--- config.mk ---
export PLATFORM = sky130hd
export DESIGN_NAME = rv32_instr_encoder
export DESIGN_NICKNAME = d
export VERILOG_FILES = /design/src/rtl/rv32_instr_encoder.sv
export SDC_FILE = /design/constraint.sdc
export NUM_CORES = 1
export LEC_CHECK = 0
export BUFFER_PORTS_ARGS = -buffer_cell sky130_fd_sc_hd__buf_2
export CORE_UTILIZATION = 47
export DETAILED_ROUTE_END_ITERATION = 16
export HOLD_SLACK_MARGIN = 0.1
export PLACE_DENSITY = 0.77
export SETUP_SLACK_MARGIN = 0.05
export SKIP_CTS_REPAIR_TIMING = 1
export SLEW_MARGIN = 20
export SYNTH_ARGS = -nofsm -noshare
export SYNTH_HDL_FRONTEND = slang
export SYNTH_SLANG_ARGS = --single-unit
--- constraint.sdc ---
create_clock -name clk -period 1.75 [get_ports clk]
set_input_delay 0.35 -clock clk [delete_from_list [all_inputs] [get_ports clk]]
set_output_delay 0.35 -clock clk [all_outputs]
set_load 0.02 [all_outputs]
--- src/rtl/rv32_instr_encoder.sv ---
// rv32_instr_encoder: builds RV32I instruction words from a decoded description.
// Supported formats are R/I/S/B/U/J, plus an `li` pseudo-instruction that expands
// to ADDI, LUI, or LUI+ADDI.
// Output is a registered valid/ready stage. A second LI word waits in a pending
// register until the output stage is free.
// Optional feature: define ENC_RANGE_CHECK_EN to flag out-of-range or misaligned
// immediates on out_err. Without it, immediates are silently truncated.
module rv32_instr_encoder (
  input  logic        clk,
  input  logic        rst,
  input  logic        in_valid,
  output logic        in_ready,
  input  logic [2:0]  in_fmt,
  input  logic [6:0]  in_opcode,
  input  logic [4:0]  in_rd,
  input  logic [4:0]  in_rs1,
  input  logic [4:0]  in_rs2,
  input  logic [2:0]  in_funct3,
  input  logic [6:0]  in_funct7,
  input  logic [31:0] in_imm,
  output logic        out_valid,
  input  logic        out_ready,
  output logic [31:0] out_instr,
  output logic        out_err
);

  localparam logic [2:0]  FmtR    = 3'd0;
  localparam logic [2:0]  FmtI    = 3'd1;
  localparam logic [2:0]  FmtS    = 3'd2;
  localparam logic [2:0]  FmtB    = 3'd3;
  localparam logic [2:0]  FmtU    = 3'd4;
  localparam logic [2:0]  FmtJ    = 3'd5;
  localparam logic [2:0]  FmtLi   = 3'd6;
  localparam logic [2:0]  FmtRsvd = 3'd7;

  localparam logic [6:0]  OpLui   = 7'h37;
  localparam logic [6:0]  OpOpImm = 7'h13;
  localparam logic [31:0] Nop     = 32'h0000_0013;

  typedef enum logic {StIdle = 1'b0, StEmit2 = 1'b1} state_e;

  state_e      r_state, w_state_nxt;
  logic        r_out_valid, w_out_valid_nxt;
  logic [31:0] r_out_instr, w_out_instr_nxt;
  logic        r_out_err, w_out_err_nxt;
  logic [31:0] r_pend, w_pend_nxt;

  logic [31:0] w_word_r, w_word_i, w_word_s, w_word_b, w_word_u, w_word_j;
  logic [19:0] w_li_hi;
  logic        w_li_small;
  logic        w_li_two;
  logic [31:0] w_li_first;
  logic [31:0] w_li_second;
  logic [31:0] w_word;
  logic        w_err;
  logic        w_range_err;
  logic        w_out_free;
  logic        w_accept;

  assign w_out_free = !r_out_valid || out_ready;
  // Reset gates in_ready so nothing is accepted while rst is held low.
  assign in_ready   = rst && (r_state == StIdle) && w_out_free;
  assign w_accept   = in_valid && in_ready;

  assign out_valid  = r_out_valid;
  assign out_instr  = r_out_instr;
  assign out_err    = r_out_err;

  // Scatter register, funct and immediate fields into each RV32I format.
  always_comb begin
    w_word_r = {in_funct7, in_rs2, in_rs1, in_funct3, in_rd, in_opcode};
    w_word_i = {in_imm[11:0], in_rs1, in_funct3, in_rd, in_opcode};
    w_word_s = {in_imm[11:5], in_rs2, in_rs1, in_funct3, in_imm[4:0], in_opcode};
    w_word_b = {in_imm[12], in_imm[10:5], in_rs2, in_rs1, in_funct3,
                in_imm[4:1], in_imm[11], in_opcode};
    w_word_u = {in_imm[31:12], in_rd, in_opcode};
    w_word_j = {in_imm[20], in_imm[10:1], in_imm[11], in_imm[19:12], in_rd, in_opcode};
  end

  // LI expansion. (imm + 0x800) >> 12 equals imm[31:12] + imm[11], so the
  // upper part is computed without a full 32-bit adder.
  always_comb begin
    w_li_small  = (in_imm[31:11] == {21{in_imm[31]}});
    w_li_hi     = in_imm[31:12] + {19'd0, in_imm[11]};
    w_li_two    = !w_li_small && (in_imm[11:0] != 12'd0);
    w_li_second = {in_imm[11:0], in_rd, 3'b000, in_rd, OpOpImm};
    if (w_li_small) begin
      w_li_first = {in_imm[11:0], 5'd0, 3'b000, in_rd, OpOpImm};
    end else begin
      w_li_first = {w_li_hi, in_rd, OpLui};
    end
  end

`ifdef ENC_RANGE_CHECK_EN
  // Range checks. The word is still encoded from the truncated bits.
  logic w_fits12, w_fits13, w_fits21;
  always_comb begin
    w_fits12    = (in_imm[31:11] == {21{in_imm[31]}});
    w_fits13    = (in_imm[31:12] == {20{in_imm[31]}});
    w_fits21    = (in_imm[31:20] == {12{in_imm[31]}});
    w_range_err = 1'b0;
    case (in_fmt)
      FmtI, FmtS: w_range_err = !w_fits12;
      FmtB:       w_range_err = !w_fits13 || in_imm[0];
      FmtJ:       w_range_err = !w_fits21 || in_imm[0];
      FmtU:       w_range_err = (in_imm[11:0] != 12'd0);
      default:    w_range_err = 1'b0;
    endcase
  end
`else
  assign w_range_err = 1'b0;
`endif

  // Select the first output word and its error flag by format.
  always_comb begin
    w_word = Nop;
    w_err  = 1'b0;
    case (in_fmt)
      FmtR:    w_word = w_word_r;
      FmtI:    w_word = w_word_i;
      FmtS:    w_word = w_word_s;
      FmtB:    w_word = w_word_b;
      FmtU:    w_word = w_word_u;
      FmtJ:    w_word = w_word_j;
      FmtLi:   w_word = w_li_first;
      FmtRsvd: begin
        w_word = Nop;
        w_err  = 1'b1;
      end
      default: w_word = Nop;
    endcase
    if (in_fmt != FmtRsvd) begin
      w_err = w_range_err;
    end
  end

  // Next-state logic for the FSM, the output stage and the pending ADDI.
  always_comb begin
    w_state_nxt     = r_state;
    w_out_valid_nxt = r_out_valid;
    w_out_instr_nxt = r_out_instr;
    w_out_err_nxt   = r_out_err;
    w_pend_nxt      = r_pend;
    unique case (r_state)
      StIdle: begin
        if (w_accept) begin
          w_out_valid_nxt = 1'b1;
          w_out_instr_nxt = w_word;
          w_out_err_nxt   = w_err;
          if ((in_fmt == FmtLi) && w_li_two) begin
            w_pend_nxt  = w_li_second;
            w_state_nxt = StEmit2;
          end
        end else if (w_out_free) begin
          w_out_valid_nxt = 1'b0;
        end
      end
      StEmit2: begin
        if (w_out_free) begin
          w_out_valid_nxt = 1'b1;
          w_out_instr_nxt = r_pend;
          w_out_err_nxt   = 1'b0;
          w_pend_nxt      = 32'd0;
          w_state_nxt     = StIdle;
        end
      end
      default: w_state_nxt = StIdle;
    endcase
  end

  // State and output registers; reset discards any in-flight or pending word.
  always_ff @(posedge clk or negedge rst) begin
    if (!rst) begin
      r_state     <= StIdle;
      r_out_valid <= 1'b0;
      r_out_instr <= Nop;
      r_out_err   <= 1'b0;
      r_pend      <= 32'd0;
    end else begin
      r_state     <= w_state_nxt;
      r_out_valid <= w_out_valid_nxt;
      r_out_instr <= w_out_instr_nxt;
      r_out_err   <= w_out_err_nxt;
      r_pend      <= w_pend_nxt;
    end
  end

endmodule

# Word-level counts from Yosys, hierarchy flattened
# Cells that the tools add are included.
[word_totals] wordCells=54 out_inout_bits=35 inputBits=71 regBits=67
[op_classes] add_sub_neg=1 bitwise_logic=1 reduce_logical=13 n_eq_ne=13 muxes=21
[op_table] operator="$pmux 32 s8" n=1
[op_table] operator="$mux 32" n=6
[op_table] operator="$pmux 32 s2" n=2
[op_table] operator="$add 20x1->20" n=1
[op_table] operator="$eq 20x20->1" n=1
[op_table] operator="$eq 3x3->1 const B" n=4
[op_table] operator="$reduce_bool 12->1" n=1
[op_table] operator="$mux 1" n=9
[op_table] operator="$eq 3x2->1 const B" n=2
[op_table] operator="$ne 3x3->1 const B" n=2
[op_table] operator="$pmux 1 s2" n=3
[op_table] operator="$logic_and 1x1->1" n=5
[op_table] operator="$ne 2x1->1 const B" n=2
[op_table] operator="$reduce_and 2->1" n=2
[op_table] operator="$eq 3x1->1 const B" n=1
[op_table] operator="$logic_not 3->1" n=1
[op_table] operator="$reduce_and 3->1" n=1
[op_table] operator="$logic_not 1->1" n=2
[op_table] operator="$ne 2x2->1 const B" n=1
[op_table] operator="$logic_or 1x1->1" n=1
[op_table] operator="$not 1->1" n=1

# Logic depth before layout (Yosys ltp)
[depth] word_depth=7 ltp_mapped=10 mapped_depth_nobuf=7

# Worst setup path after synthesis
# No wires, ideal clock.
[synth_path] kind="input-to-reg" startpoint="input in_imm[15]" endpoint="register r_pend[31]" required_time_ps=1671 setup_ps=79 cell_stages=10 setup_slack_ps=-295 arrival_time_ps=1966 n_path_buf=5 cell_sequence="buf_2 -> and4_1 -> clkbuf_1 -> and3_1 -> a31o_1 -> buf_6 -> nor3_2 -> buf_6 -> buf_12 -> mux2i_1"
[synth_via] elab_chain_len=6
[synth_lines] element="from (decl)" line_no="20" text="input logic [31:0] in_imm,"
[synth_lines] element="$eq 20x20->1" line_no="83" text="w_li_small = (in_imm[31:11] == {21{in_imm[31]}});"
[synth_lines] element="$logic_not 1->1" line_no="85" text="w_li_two = !w_li_small && (in_imm[11:0] != 12'd0);"
[synth_lines] element="$logic_and 1x1->1" line_no="85"
[synth_lines] element="$logic_and 1x1->1" line_no="150" text="if ((in_fmt == FmtLi) && w_li_two) begin"
[synth_lines] element="$ne 2x1->1 (no line)"
[synth_lines] element="$reduce_and 3->1 (no line)"
[synth_lines] element="to (signal assigned)" line_no="184" text="r_pend <= w_pend_nxt;"
[synth_lines] element="to (decl)" line_no="46" text="logic [31:0] r_pend, w_pend_nxt;"
# No other way between the ends.
# A chain may end at the register's enable or synchronous reset.

# Final worst setup path
[layout_path] startpoint="input in_imm[15]" endpoint="register r_out_instr[22] (netlist: out_instr[22])"
[layout_via] elab_chain_len=5 elab_cells_between_ends=6 classes_between="add/sub: 1; eq/ne: 1; mux: 4"
[layout_lines] element="$add 20x1->20 / $eq 20x20->1 (equally long branches)" line_no="84, 83"
[layout_lines] element="$mux 32 *" line_no="87" text="if (w_li_small) begin"
[layout_lines] element="$pmux 32 s8 *" line_no="118" text="case (in_fmt)"
[layout_lines] element="$mux 32 *" line_no="146" text="if (w_accept) begin"
[layout_lines] element="$pmux 32 s2 *" line_no="144" text="unique case (r_state)"
[layout_lines] element="to (signal assigned)" line_no="176" text="r_out_instr <= Nop;"
[layout_lines] element="to (signal assigned)" line_no="182" text="r_out_instr <= w_out_instr_nxt;"
[layout_lines] element="to (decl)" line_no="44" text="logic [31:0] r_out_instr, w_out_instr_nxt;"
# Every way passes the cells marked *; elsewhere a longest branch is shown, timed or not. The select of a mux whose other input is x is not followed.

==> metrics.md <==
| Metric | Value |
|---|---|
| Most common cell in the netlist | dfrtp_1 |
| Fillers | 551 |
| Die X | about 90 um |
| Synth area leaders | dfrtp_1 (36%), mux2i_1 (6.0%), a22oi_1 (5.1%) |
| Type of the worst min-delay path | primary input to asynchronous set/reset pin |
| Placed cell area | 4680 sq um |
| Core Box Area | approximately 7300 sq um |
| Row count | 31 |
| Layout cells sized above 1 | 40.7% |
| Largest fanout on the critical path | 7 |
| Final Max Slew Viols | 0 |
| Worst setup EP type | flip-flop |
| Pre-CTS setup slack | -724 ps |
| Die H | 88.5 um |
| Vias | 4285 |
| Via density | 6.10 |
| Placed Instances | 674 |
| Status | complete, but fails checks |
| Global-route wire length before repair | 19.1 mm |
| Cells after Synth | 417 |
| Largest net degree at the start of global routing | 33 |
| Design area | 5200 sq um |
| Syn_nets | 490 |
| Fin. Hold Viols | 0 |
| RSZ-0062 raised after global routing | yes |
| Syn Area/Cell | 8.43 sq um |
| Max clock buf depth | 2 |
| Worst VDD drop | 0.372 mV |
| Final Skew | 10.5 ps |
| Top cell type's share of synthesized area | 35.6% |
| Finished Layout Cells | ~700 |
| GRT Util Overall | around a third |
| Routed len/inst | 19.5 um |
| Worst slew pin tran | 527 ps |
| Initial detailed-routing violation count | 516 |
| Synth area leader | dfrtp_1 |
| I/O pins | about 110 |
| Sequential fraction of the synthesis area | 37.8% |
| Fin crit share | 107% |
| Vias in the first global route | 3893 |
| Drt total wl | roughly 14 mm |
| Diodes inserted | 0 |
| Min Clock Period, post-route | 1870 ps |
| CP Launch Type | primary input |
| Yosys reg bits | 53 |
| TNS Setup | -1270 ps |
| Top FF cell, synth | dfrtp_1 |
| CP required | 2010 ps |
| CTS clk-pin slew, worst paths | 110 ps |
| Warnings, synthesis | 0 |
| Violated checks | setup timing |
| Pwr dens | 721 nW/um^2 |
| Max Fclk | 0.534 GHz |
| Total iterations of the first detailed-routing run | 6 |
| GPL Wtd Cong | 1.06 |
| DRC | 0 |
| Clock root cell | clkbuf_8 |
| CTS Buf Count | 5 |
| DRT antenna net count | 0 |
| Clk sinks | 53 |
| Initial core utilization | 48.5% |
| Detailed Place HPWL | 9.38 mm |
| PnR worst setup slack | -124 ps |
| DIE AREA | 7830 sq um |
| Critical path class | primary input to flip-flop |
| Initial antenna violation count | 0 |
| Latest clock arrival within the worst-skew pair | 320 ps |
| Area delta synth->final | 48.0% |
| Max-cap violation count | 0 |
| Worst Reg-to-Reg Cells | 8 |
| Grt ovf | 0 |
| Total design power | between 0.003 and 0.004 W |
| FFs w/ async S/R, synth | 100% |
| Slew HR | 64.8% |
| Synth top cells by count | dfrtp_1 (50), nand2_1 (46), o21ai_0 (32), nor2_1 (30), a21oi_1 (25) |
| PortBufs | 105 |
| TritonCTS clock tree | built |
| Number of synthesized flops with an enable pin | 0 |
| Cell variety after synth | 54 |
| Leakage | approximately 2.5 nW |
| Layout Nets | 676 |
| Crit path DAT | 2130 ps |
| H-tree levels | 2 |
| # setup viols final | 17 |
| Post-Syn Area | 3520 sq um |
routing by layer:
metal | wire length [um] | part of all wire, % | vias to the layer above | GRT usage [%]
met1 | 5310 | 39 | 2008 | 42.1
met2 | 6490 | 47 | 317 | 54.1
li1 | - | - | 1901 | -
met4 | 481 | 3.5 | 0 | 11.3
met3 | 1400 | 10 | 59 | 5.60
met5 | 0 | 0 | - | 0
area by class of cell:
cell class	count	area, sq um	area share (%)
clock inverter	3	21.3	0.409
inverter	23	86.3	1.66
sequential	53	1330	25.6
timing repair buffer	207	1420	27.2
clock buffer	5	68.8	1.32
multi-input combinational	313	2160	41.5
tap	99	124	2.38
cell families (layout without fill, tap and decap cells):
| group | count (synthesis) | in the layout | synth area share [%] |
|---|---|---|---|
| DFF | 53 | 53 | 37.8 |
| adders and majority gates | 2 | 2 | 0.711 |
| xor gates and xnor gates | 16 | 16 | 3.98 |
| AOI/OAI and AO/OA | 131 | 131 | 24.5 |
| buffers and inverters | 51 | 238 | 6.37 |
| and+or+nand+nor | 142 | 142 | 20.3 |
| muxes | 22 | 22 | 6.30 |
final timing paths:
kind | startpoint | endpoint | slack [ps]
max reg2reg | out_valid$_DFFE_PN0P_ | r_pend[15]$_DFFE_PN0P_ | -10
max | in_imm[15] | out_instr[22]$_DFFE_PN0P_ | -120
min in group clk | in_opcode[3] | out_instr[3]$_DFFE_PN0P_ | 240
min | rst | r_pend[19]$_DFFE_PN0P_ | 190
min reg2reg | out_instr[10]$_DFFE_PN0P_ | out_instr[10]$_DFFE_PN0P_ | 500
max in group asynchronous | rst | r_pend[20]$_DFFE_PN0P_ | 910
sequential cells by signal, summed over array words and instances (netlist names):
signal and count:
out_instr 32, r_pend 18, out_err 1, out_valid 1, r_state 1
layout by cell type (no fill, tap or decap), types with 6 or more instances in the layout:
master	instances
o21ai_1	11
nor2_1	27
inv_1	22
buf_2	103
nor2b_1	8
a21oi_1	23
buf_4	82
nand3_1	15
xnor2_1	11
buf_6	16
nand2_1	43
a22oi_1	22
mux2i_1	21
o21ai_0	22
nand4_1	6
dfrtp_1	50
critical path, stage by stage:
cell	delay, ps
buf_8	100
nor4_4	350
buf_4	170
nand4_1	140
nor4_4	200
buf_4	190
a31oi_4	50
buf_12	160
nor2_4	210
a221o_1	200
power by group:
part	internal, W	total [W]	switching, W
clock	0.000286	0.000748	0.000462
sequential	0.00149	0.00165	0.000161
combinational	0.000584	0.00136	0.000777
total	0.00236	0.00376	0.00140
through the flow:
stage | util, % | hold slack, ps
3_3_place_gp | 64.5 | 383
4_1_cts | 65.7 | 32.9
5_1_grt | 71.8 | 218
6_report | 71.8 | 191
3_5_place_dp | 64.5 | 383
2_1_floorplan | - | 54.4
Power figures use the tool's default switching activity.
